<file path="src/rtl/wb_stage_reg_nch_if.sv">
`default_nettype none
// +----------------------------------------------------------------------------+
// | Module   : wb_stage_reg_nch_if                                             |
// | Brief    : Bus bundle for the MEM->WB N-channel pipeline register.         |
// | Revision : 1.0  initial release                                            |
// +----------------------------------------------------------------------------+
interface wb_stage_reg_nch_if #(
  parameter int NCH     = 2,
  parameter int AW      = 5,
  parameter int DW      = 32,
  parameter int STALL_W = 6,
  parameter int CNT_W   = 16
);
  logic [STALL_W-1:0] stall;
  logic               flush;
  logic               in_valid;
  logic [NCH-1:0]     in_we;
  logic [NCH*AW-1:0]  in_addr;
  logic [NCH*DW-1:0]  in_data;
  logic               out_valid;
  logic [NCH-1:0]     out_we;
  logic [NCH*AW-1:0]  out_addr;
  logic [NCH*DW-1:0]  out_data;
  logic [CNT_W-1:0]   stall_cnt;
  logic [CNT_W-1:0]   bubble_cnt;
  logic [CNT_W-1:0]   flush_cnt;

  // Upstream pipeline control side
  modport master (
    output stall, flush, in_valid, in_we, in_addr, in_data,
    input  out_valid, out_we, out_addr, out_data,
    input  stall_cnt, bubble_cnt, flush_cnt
  );

  // Pipeline register side
  modport slave (
    input  stall, flush, in_valid, in_we, in_addr, in_data,
    output out_valid, out_we, out_addr, out_data,
    output stall_cnt, bubble_cnt, flush_cnt
  );
endinterface
`default_nettype wire

</file>
<file path="src/rtl/wb_stage_reg_nch.sv">
`default_nettype none
// +----------------------------------------------------------------------------+
// | Module   : wb_stage_reg_nch                                                |
// | Brief    : MEM->WB register, NCH write channels, load/hold/bubble/flush.    |
// |            Optional stall/bubble/flush counters: define WBREG_PERF_CNT_EN. |
// | Revision : 1.0  initial release                                            |
// +----------------------------------------------------------------------------+
module wb_stage_reg_nch #(
  parameter int NCH     = 2,
  parameter int AW      = 5,
  parameter int DW      = 32,
  parameter int STALL_W = 6,
  parameter int STG     = 4,
  parameter int CNT_W   = 16
) (
  input  logic              clk,
  input  logic              rst,
  wb_stage_reg_nch_if.slave bus
);

  logic              w_own_stall;
  logic              w_dn_stall;
  logic              w_clear;
  logic              w_bubble;
  logic              w_hold;
  logic              w_load;
  logic [NCH-1:0]    w_we_gated;

  logic              r_valid;
  logic [NCH-1:0]    r_we;
  logic [NCH*AW-1:0] r_addr;
  logic [NCH*DW-1:0] r_data;

  assign w_own_stall = bus.stall[STG];

  // The last stage in the stall vector has nobody downstream to hold it.
  generate
    if (STG + 1 < STALL_W) begin : g_dn_stall
      assign w_dn_stall = bus.stall[STG+1];
    end else begin : g_last_stage
      assign w_dn_stall = 1'b0;
    end
  endgenerate

  assign w_bubble = ~bus.flush &  w_own_stall & ~w_dn_stall;
  assign w_hold   = ~bus.flush &  w_own_stall &  w_dn_stall;
  assign w_load   = ~bus.flush & ~w_own_stall;
  assign w_clear  =  bus.flush | w_bubble;

  generate
    for (genvar gi = 0; gi < NCH; gi++) begin : g_ch_we
      assign w_we_gated[gi] = bus.in_we[gi] & bus.in_valid;
    end
  endgenerate

  // Flush and bubble wipe addr/data as well so nothing stale is visible.
  always_ff @(posedge clk or posedge rst) begin
    if (rst) begin
      r_valid <= 1'b0;
      r_we    <= '0;
      r_addr  <= '0;
      r_data  <= '0;
    end else if (w_clear) begin
      r_valid <= 1'b0;
      r_we    <= '0;
      r_addr  <= '0;
      r_data  <= '0;
    end else if (w_load) begin
      r_valid <= bus.in_valid;
      r_we    <= w_we_gated;
      r_addr  <= bus.in_addr;
      r_data  <= bus.in_data;
    end
  end

  assign bus.out_valid = r_valid;
  assign bus.out_we    = r_we;
  assign bus.out_addr  = r_addr;
  assign bus.out_data  = r_data;

`ifdef WBREG_PERF_CNT_EN
  localparam logic [CNT_W-1:0] c_cnt_max = {CNT_W{1'b1}};

  logic [CNT_W-1:0] r_stall_cnt;
  logic [CNT_W-1:0] r_bubble_cnt;
  logic [CNT_W-1:0] r_flush_cnt;

  always_ff @(posedge clk or posedge rst) begin
    if (rst) begin
      r_stall_cnt  <= '0;
      r_bubble_cnt <= '0;
      r_flush_cnt  <= '0;
    end else begin
      if (w_hold && (r_stall_cnt != c_cnt_max))
        r_stall_cnt <= r_stall_cnt + 1'b1;
      if (w_bubble && (r_bubble_cnt != c_cnt_max))
        r_bubble_cnt <= r_bubble_cnt + 1'b1;
      if (bus.flush && (r_flush_cnt != c_cnt_max))
        r_flush_cnt <= r_flush_cnt + 1'b1;
    end
  end

  assign bus.stall_cnt  = r_stall_cnt;
  assign bus.bubble_cnt = r_bubble_cnt;
  assign bus.flush_cnt  = r_flush_cnt;
`else
  assign bus.stall_cnt  = {CNT_W{1'b0}};
  assign bus.bubble_cnt = {CNT_W{1'b0}};
  assign bus.flush_cnt  = {CNT_W{1'b0}};
`endif

endmodule
`default_nettype wire

</file>
<file path="src/flat_wrapper.sv">
// flat-port wrapper written by rule: the top's interface ports become plain ports
module wb_stage_reg_nch_flat 
#(
  parameter int NCH     = 2,
  parameter int AW      = 5,
  parameter int DW      = 32,
  parameter int STALL_W = 6,
  parameter int STG     = 4,
  parameter int CNT_W   = 16
)
  (clk, rst, bus_stall, bus_flush, bus_in_valid, bus_in_we, bus_in_addr, bus_in_data, bus_out_valid, bus_out_we, bus_out_addr, bus_out_data, bus_stall_cnt, bus_bubble_cnt, bus_flush_cnt);
  wb_stage_reg_nch_if #(.NCH(NCH), .AW(AW), .DW(DW), .STALL_W(STALL_W), .CNT_W(CNT_W)) bus_i ();
  input  logic clk;
  input  logic rst;
  input wire logic [$bits(bus_i.stall)-1:0] bus_stall;
  input wire logic [$bits(bus_i.flush)-1:0] bus_flush;
  input wire logic [$bits(bus_i.in_valid)-1:0] bus_in_valid;
  input wire logic [$bits(bus_i.in_we)-1:0] bus_in_we;
  input wire logic [$bits(bus_i.in_addr)-1:0] bus_in_addr;
  input wire logic [$bits(bus_i.in_data)-1:0] bus_in_data;
  output wire logic [$bits(bus_i.out_valid)-1:0] bus_out_valid;
  output wire logic [$bits(bus_i.out_we)-1:0] bus_out_we;
  output wire logic [$bits(bus_i.out_addr)-1:0] bus_out_addr;
  output wire logic [$bits(bus_i.out_data)-1:0] bus_out_data;
  output wire logic [$bits(bus_i.stall_cnt)-1:0] bus_stall_cnt;
  output wire logic [$bits(bus_i.bubble_cnt)-1:0] bus_bubble_cnt;
  output wire logic [$bits(bus_i.flush_cnt)-1:0] bus_flush_cnt;
  assign bus_i.stall = bus_stall;
  assign bus_i.flush = bus_flush;
  assign bus_i.in_valid = bus_in_valid;
  assign bus_i.in_we = bus_in_we;
  assign bus_i.in_addr = bus_in_addr;
  assign bus_i.in_data = bus_in_data;
  assign bus_out_valid = bus_i.out_valid;
  assign bus_out_we = bus_i.out_we;
  assign bus_out_addr = bus_i.out_addr;
  assign bus_out_data = bus_i.out_data;
  assign bus_stall_cnt = bus_i.stall_cnt;
  assign bus_bubble_cnt = bus_i.bubble_cnt;
  assign bus_flush_cnt = bus_i.flush_cnt;
  wb_stage_reg_nch #(.NCH(NCH), .AW(AW), .DW(DW), .STALL_W(STALL_W), .STG(STG), .CNT_W(CNT_W)) u_core (.clk(clk), .rst(rst), .bus(bus_i));
endmodule
</file>
<file path="config.mk">
export PLATFORM = sky130hd
export DESIGN_NAME = wb_stage_reg_nch_flat
export DESIGN_NICKNAME = d
export VERILOG_FILES = /design/src/rtl/wb_stage_reg_nch_if.sv /design/src/rtl/wb_stage_reg_nch.sv /design/src/flat_wrapper.sv
export SDC_FILE = /design/constraint.sdc
export NUM_CORES = 1
export LEC_CHECK = 0
export BUFFER_PORTS_ARGS = -buffer_cell sky130_fd_sc_hd__buf_4
export CAP_MARGIN = 20
export CORE_ASPECT_RATIO = 0.75
export CORE_MARGIN = 3
export CORE_UTILIZATION = 44
export CTS_CLUSTER_SIZE = 28
export DETAILED_ROUTE_END_ITERATION = 8
export PLACE_DENSITY = 0.8
export SETUP_SLACK_MARGIN = 0.4
export SLEW_MARGIN = 20
export SYNTH_ARGS = -nofsm -noshare
export SYNTH_HDL_FRONTEND = slang
export SYNTH_SLANG_ARGS = --single-unit
</file>
<file path="constraint.sdc">
create_clock -name clk -period 2.8 [get_ports clk]
set_input_delay 0.28 -clock clk [delete_from_list [all_inputs] [get_ports clk]]
set_output_delay 0.28 -clock clk [all_outputs]
set_load 0.01 [all_outputs]
</file>
==> results_tabular.tex <==
\begin{tabular}{lr}
\hline
Metric & Value \\
\hline
\multicolumn{2}{l}{\textbf{Cells and area}} \\
Layout cell share with drive strength beyond 1 & 33.77\% \\
Leading cell type in the layout, fill and taps excluded & sky130\_fd\_sc\_hd\_\_buf\_4 \\
Final-layout fill cell count & 689 \\
Area used by sequential logic in the layout & 1927 um2 \\
Footprint of the multi-input gates & 1424 um2 \\
Relative area change from synthesis to final layout & 35.86\% \\
Commonest cells after routing, fill and taps aside & sky130\_fd\_sc\_hd\_\_buf\_4, sky130\_fd\_sc\_hd\_\_dfrtp\_1, sky130\_fd\_sc\_hd\_\_nand2b\_1, sky130\_fd\_sc\_hd\_\_nand3\_1, sky130\_fd\_sc\_hd\_\_a21oi\_1 \\
\# nets final & 612 \\
Count of inserted antenna diode cells & 0 \\
Post-layout instance area & 5081 um2 \\
\multicolumn{2}{l}{\textbf{Place}} \\
DP Area & 4718 um2 \\
Last weighted congestion value of the routability-driven placer & 0.8285 \\
Placement Setup Slack & 1.208 ns \\
Post-DP HPWL & 6219 um \\
IO Port Bufs & 158 \\
\multicolumn{2}{l}{\textbf{Setup path}} \\
CP max stage cell & sky130\_fd\_sc\_hd\_\_buf\_4 \\
Category of the worst setup path launch point & input port \\
Critical path launch point & bus\_stall[4] \\
Cell family contributing the most delay on the critical path & buffers and inverters \\
WP data arrival & 1.51 ns \\
Worst reg2reg path depth & 1 \\
Cell depth of the worst setup path & 4 \\
Reg-to-Reg End & u\_core.bus.out\_we[0] \\
Required arrival time at the worst endpoint & 3.04 ns \\
Highest fanout seen on the critical path & 68 \\
CP most frequent cell & sky130\_fd\_sc\_hd\_\_buf\_4 \\
Endpoint class of the critical path & flip-flop \\
Worst path bufs/invs & 2 \\
Critical path class & input port to flip-flop \\
Critical Path Sink & u\_core.bus.out\_data[59] \\
R2R Path Start & u\_core.bus.out\_we[0] \\
CP Cell Sequence & buf\_4 > buf\_4 > nand3\_1 > a21oi\_1 \\
Minimum setup slack among reg-to-reg paths & 2.05 ns \\
Slowest Stage Delay on Critical Path & 0.47 ns \\
\multicolumn{2}{l}{\textbf{Yosys}} \\
Syn Inst Count & 384 \\
Area share of the largest cell type after synthesis & 51.52\% \\
Number of synthesized register bits & 77 \\
Avg Inst Size Synth & 9.739 um2 \\
Yosys Warn Count & 0 \\
Cell type contributing the most total cell area after synthesis & sky130\_fd\_sc\_hd\_\_dfrtp\_1 \\
Cell area after synthesis & 3740 um2 \\
Largest cells by area after synthesis & sky130\_fd\_sc\_hd\_\_dfrtp\_1, sky130\_fd\_sc\_hd\_\_nand2b\_1, sky130\_fd\_sc\_hd\_\_a21oi\_1 \\
Number of library cell types mapped by synthesis & 15 \\
Fraction of the yosys area taken by sequential cells & 51.52\% \\
\multicolumn{2}{l}{\textbf{Die}} \\
Core ar. & 8058 um2 \\
Width of the chip & 112.5 um \\
Effective utilization at floorplan & 46.41\% \\
Area enclosed by the die boundary & 9653 um2 \\
Placement row count & 28 \\
Count of pins on the block boundary & 211 \\
Vert. Die Dim & 85.84 um \\
\multicolumn{2}{l}{\textbf{Timing}} \\
Max-slew headroom at the worst pin & 34.14\% \\
Final setup fails & 0 \\
Setup slack of the critical path after layout & 1.531 ns \\
Min cycle time layout & 1.269 ns \\
Worst clock skew on the final layout & 0 ns \\
Final Cycle Share & 45.32\% \\
Final-report max-slew violation count & 0 \\
Highest Clock Rate & 788.0 MHz \\
Worst Tran Pin Value & 0.9878 ns \\
Setup repair after global routing missed its margin & no \\
TNS Setup & 0 ns \\
Number of hold-slack violations in the final timing report & 0 \\
\multicolumn{2}{l}{\textbf{Global route}} \\
First-pass GRT wire length & 14220 um \\
Overall track demand over capacity in global routing & 18.00\% \\
Largest net degree at the start of global routing & 78 \\
Number of global-route vias before repair & 2890 \\
Number of antenna violations at the first check in global routing & 0 \\
Remaining global-route overflow & 0 \\
\multicolumn{2}{l}{\textbf{Drt}} \\
Vias per std cell & 4.814 \\
Vias after detailed routing & 3057 \\
WL/cell & 14.33 um \\
Final routed DRC violation total & 0 \\
Final Routed Wirelength & 9098 um \\
Initial drt markers & 173 \\
Post-route ant nets & 0 \\
1st-pass router iterations & 4 \\
\multicolumn{2}{l}{\textbf{Clock network}} \\
CTS Buf Count & 9 \\
Cell at the root of the clock tree & sky130\_fd\_sc\_hd\_\_clkbuf\_16 \\
Clock-pin slew of the registers on the worst-case setup and hold paths & 0.05 ns \\
CTS tree & yes \\
Number of levels the H-tree was split into & 3 \\
Total of cells resized after clock tree synthesis & 0 \\
Total number of clock tree sinks & 77 \\
Clock latency of the later-clocked register in the worst-skew pair & 0.31 ns \\
Post-CTS Setup Bufs & 0 \\
Hold-fix buffers, CTS & 0 \\
Clock tree buffer depth & 2 \\
\multicolumn{2}{l}{\textbf{Pwr}} \\
Ratio of total power to cell area & 590.0 nW/um2 \\
Logic gate share of total power & 13.1\% \\
Cell leakage power & 0.002513 uW \\
Switching share of power & 22.25\% \\
Internal Dissipation & 2331 uW \\
Worst voltage drop across the vdd grid & 342.6 uV \\
Clock network power share & 47.1\% \\
Switching power summed over all nets & 667.1 uW \\
Sequential Power Share & 39.8\% \\
\multicolumn{2}{l}{\textbf{Run status}} \\
Result of the run & finished, final reports clean \\
\multicolumn{2}{l}{\textbf{Min path}} \\
Classification of the worst-slack hold path & input port to flip-flop \\
\multicolumn{2}{l}{\textbf{Run}} \\
Max capacitance violation total & 0 \\
\hline
\end{tabular}
## how the worst min path moves through the flow
stage	startpoint	endpoint	depth (start not counted)
2_1_floorplan	bus_in_addr[9]	u_core.bus.out_addr[9]	1
3_3_place_gp	bus_in_addr[9]	u_core.bus.out_addr[9]	2
3_5_place_dp	bus_in_addr[9]	u_core.bus.out_addr[9]	2
4_1_cts	bus_in_addr[9]	u_core.bus.out_addr[9]	2
5_1_grt	bus_in_addr[9]	u_core.bus.out_addr[9]	2
6_report	bus_in_addr[9]	u_core.bus.out_addr[9]	2
## synthesized netlist by cell type, drive strengths merged
cell     n
nand3   72
dfrtp   77
conb     1
nor2     1
a32o     5
clkbuf   8
nand2b  72
buf     72
nor2b    1
and2     2
inv      1
a21oi   72
## stage by stage
step | utilization (%) | power, uW | instances | hold slack (ns)
floorplan | - | 1464 | 431 | 0.4131
global placement | 58.56 | 1598 | 620 | 0.5002
detailed placement | 58.56 | 1608 | 620 | 0.5020
CTS | 63.06 | 3025 | 635 | 0.1670
global route | 63.06 | 3123 | 635 | 0.1748
finish | 63.06 | 2998 | 635 | 0.1766
## state kept, by name (all words and copies together), names as in the netlist
signal,flops
u_core.bus.out_addr,10
u_core.bus.out_valid,1
u_core.bus.out_we,2
u_core.bus.out_data,64
## final cells by class
type                            count  area share [%]
Timing Repair Buffer              164           24.23
Multi-Input combinational cell    273           28.02
Clock inverter                      4           2.364
Inverter                            1         0.09850
Tap cell                          105           2.586
Clock buffer                       11           4.777
Sequential cell                    77           37.92
## routing by layer
metal  wire (um)  part of all wire, %  track usage (%)  vias to the layer above
li1            -                    -                -                     1479
met1        3729                   41            23.44                     1441
met2        4435                   49            28.45                      125
met3         805                  8.8            7.052                       12
met4         128                  1.4            4.694                        0
met5           0                    0                0                        -
## kinds of logic after synthesis
family / synth area share (%)
flip-flops: 51.52
other: 0.1003
buffers and inverters: 15.12
AND/OR/NAND/NOR: 22.28
AO/OA/AOI/OAI: 10.97
## power groups by stage
stage	clock network [uW]	logic, uW	registers, uW
final	1410	393	1190
after global routing	1490	432	1200
after CTS	1440	397	1190
after detailed placement	0	397	1210
after global placement	0	390	1210
after floorplan	0	231	1230
No activity file was read; power rests on OpenSTA's default activity.
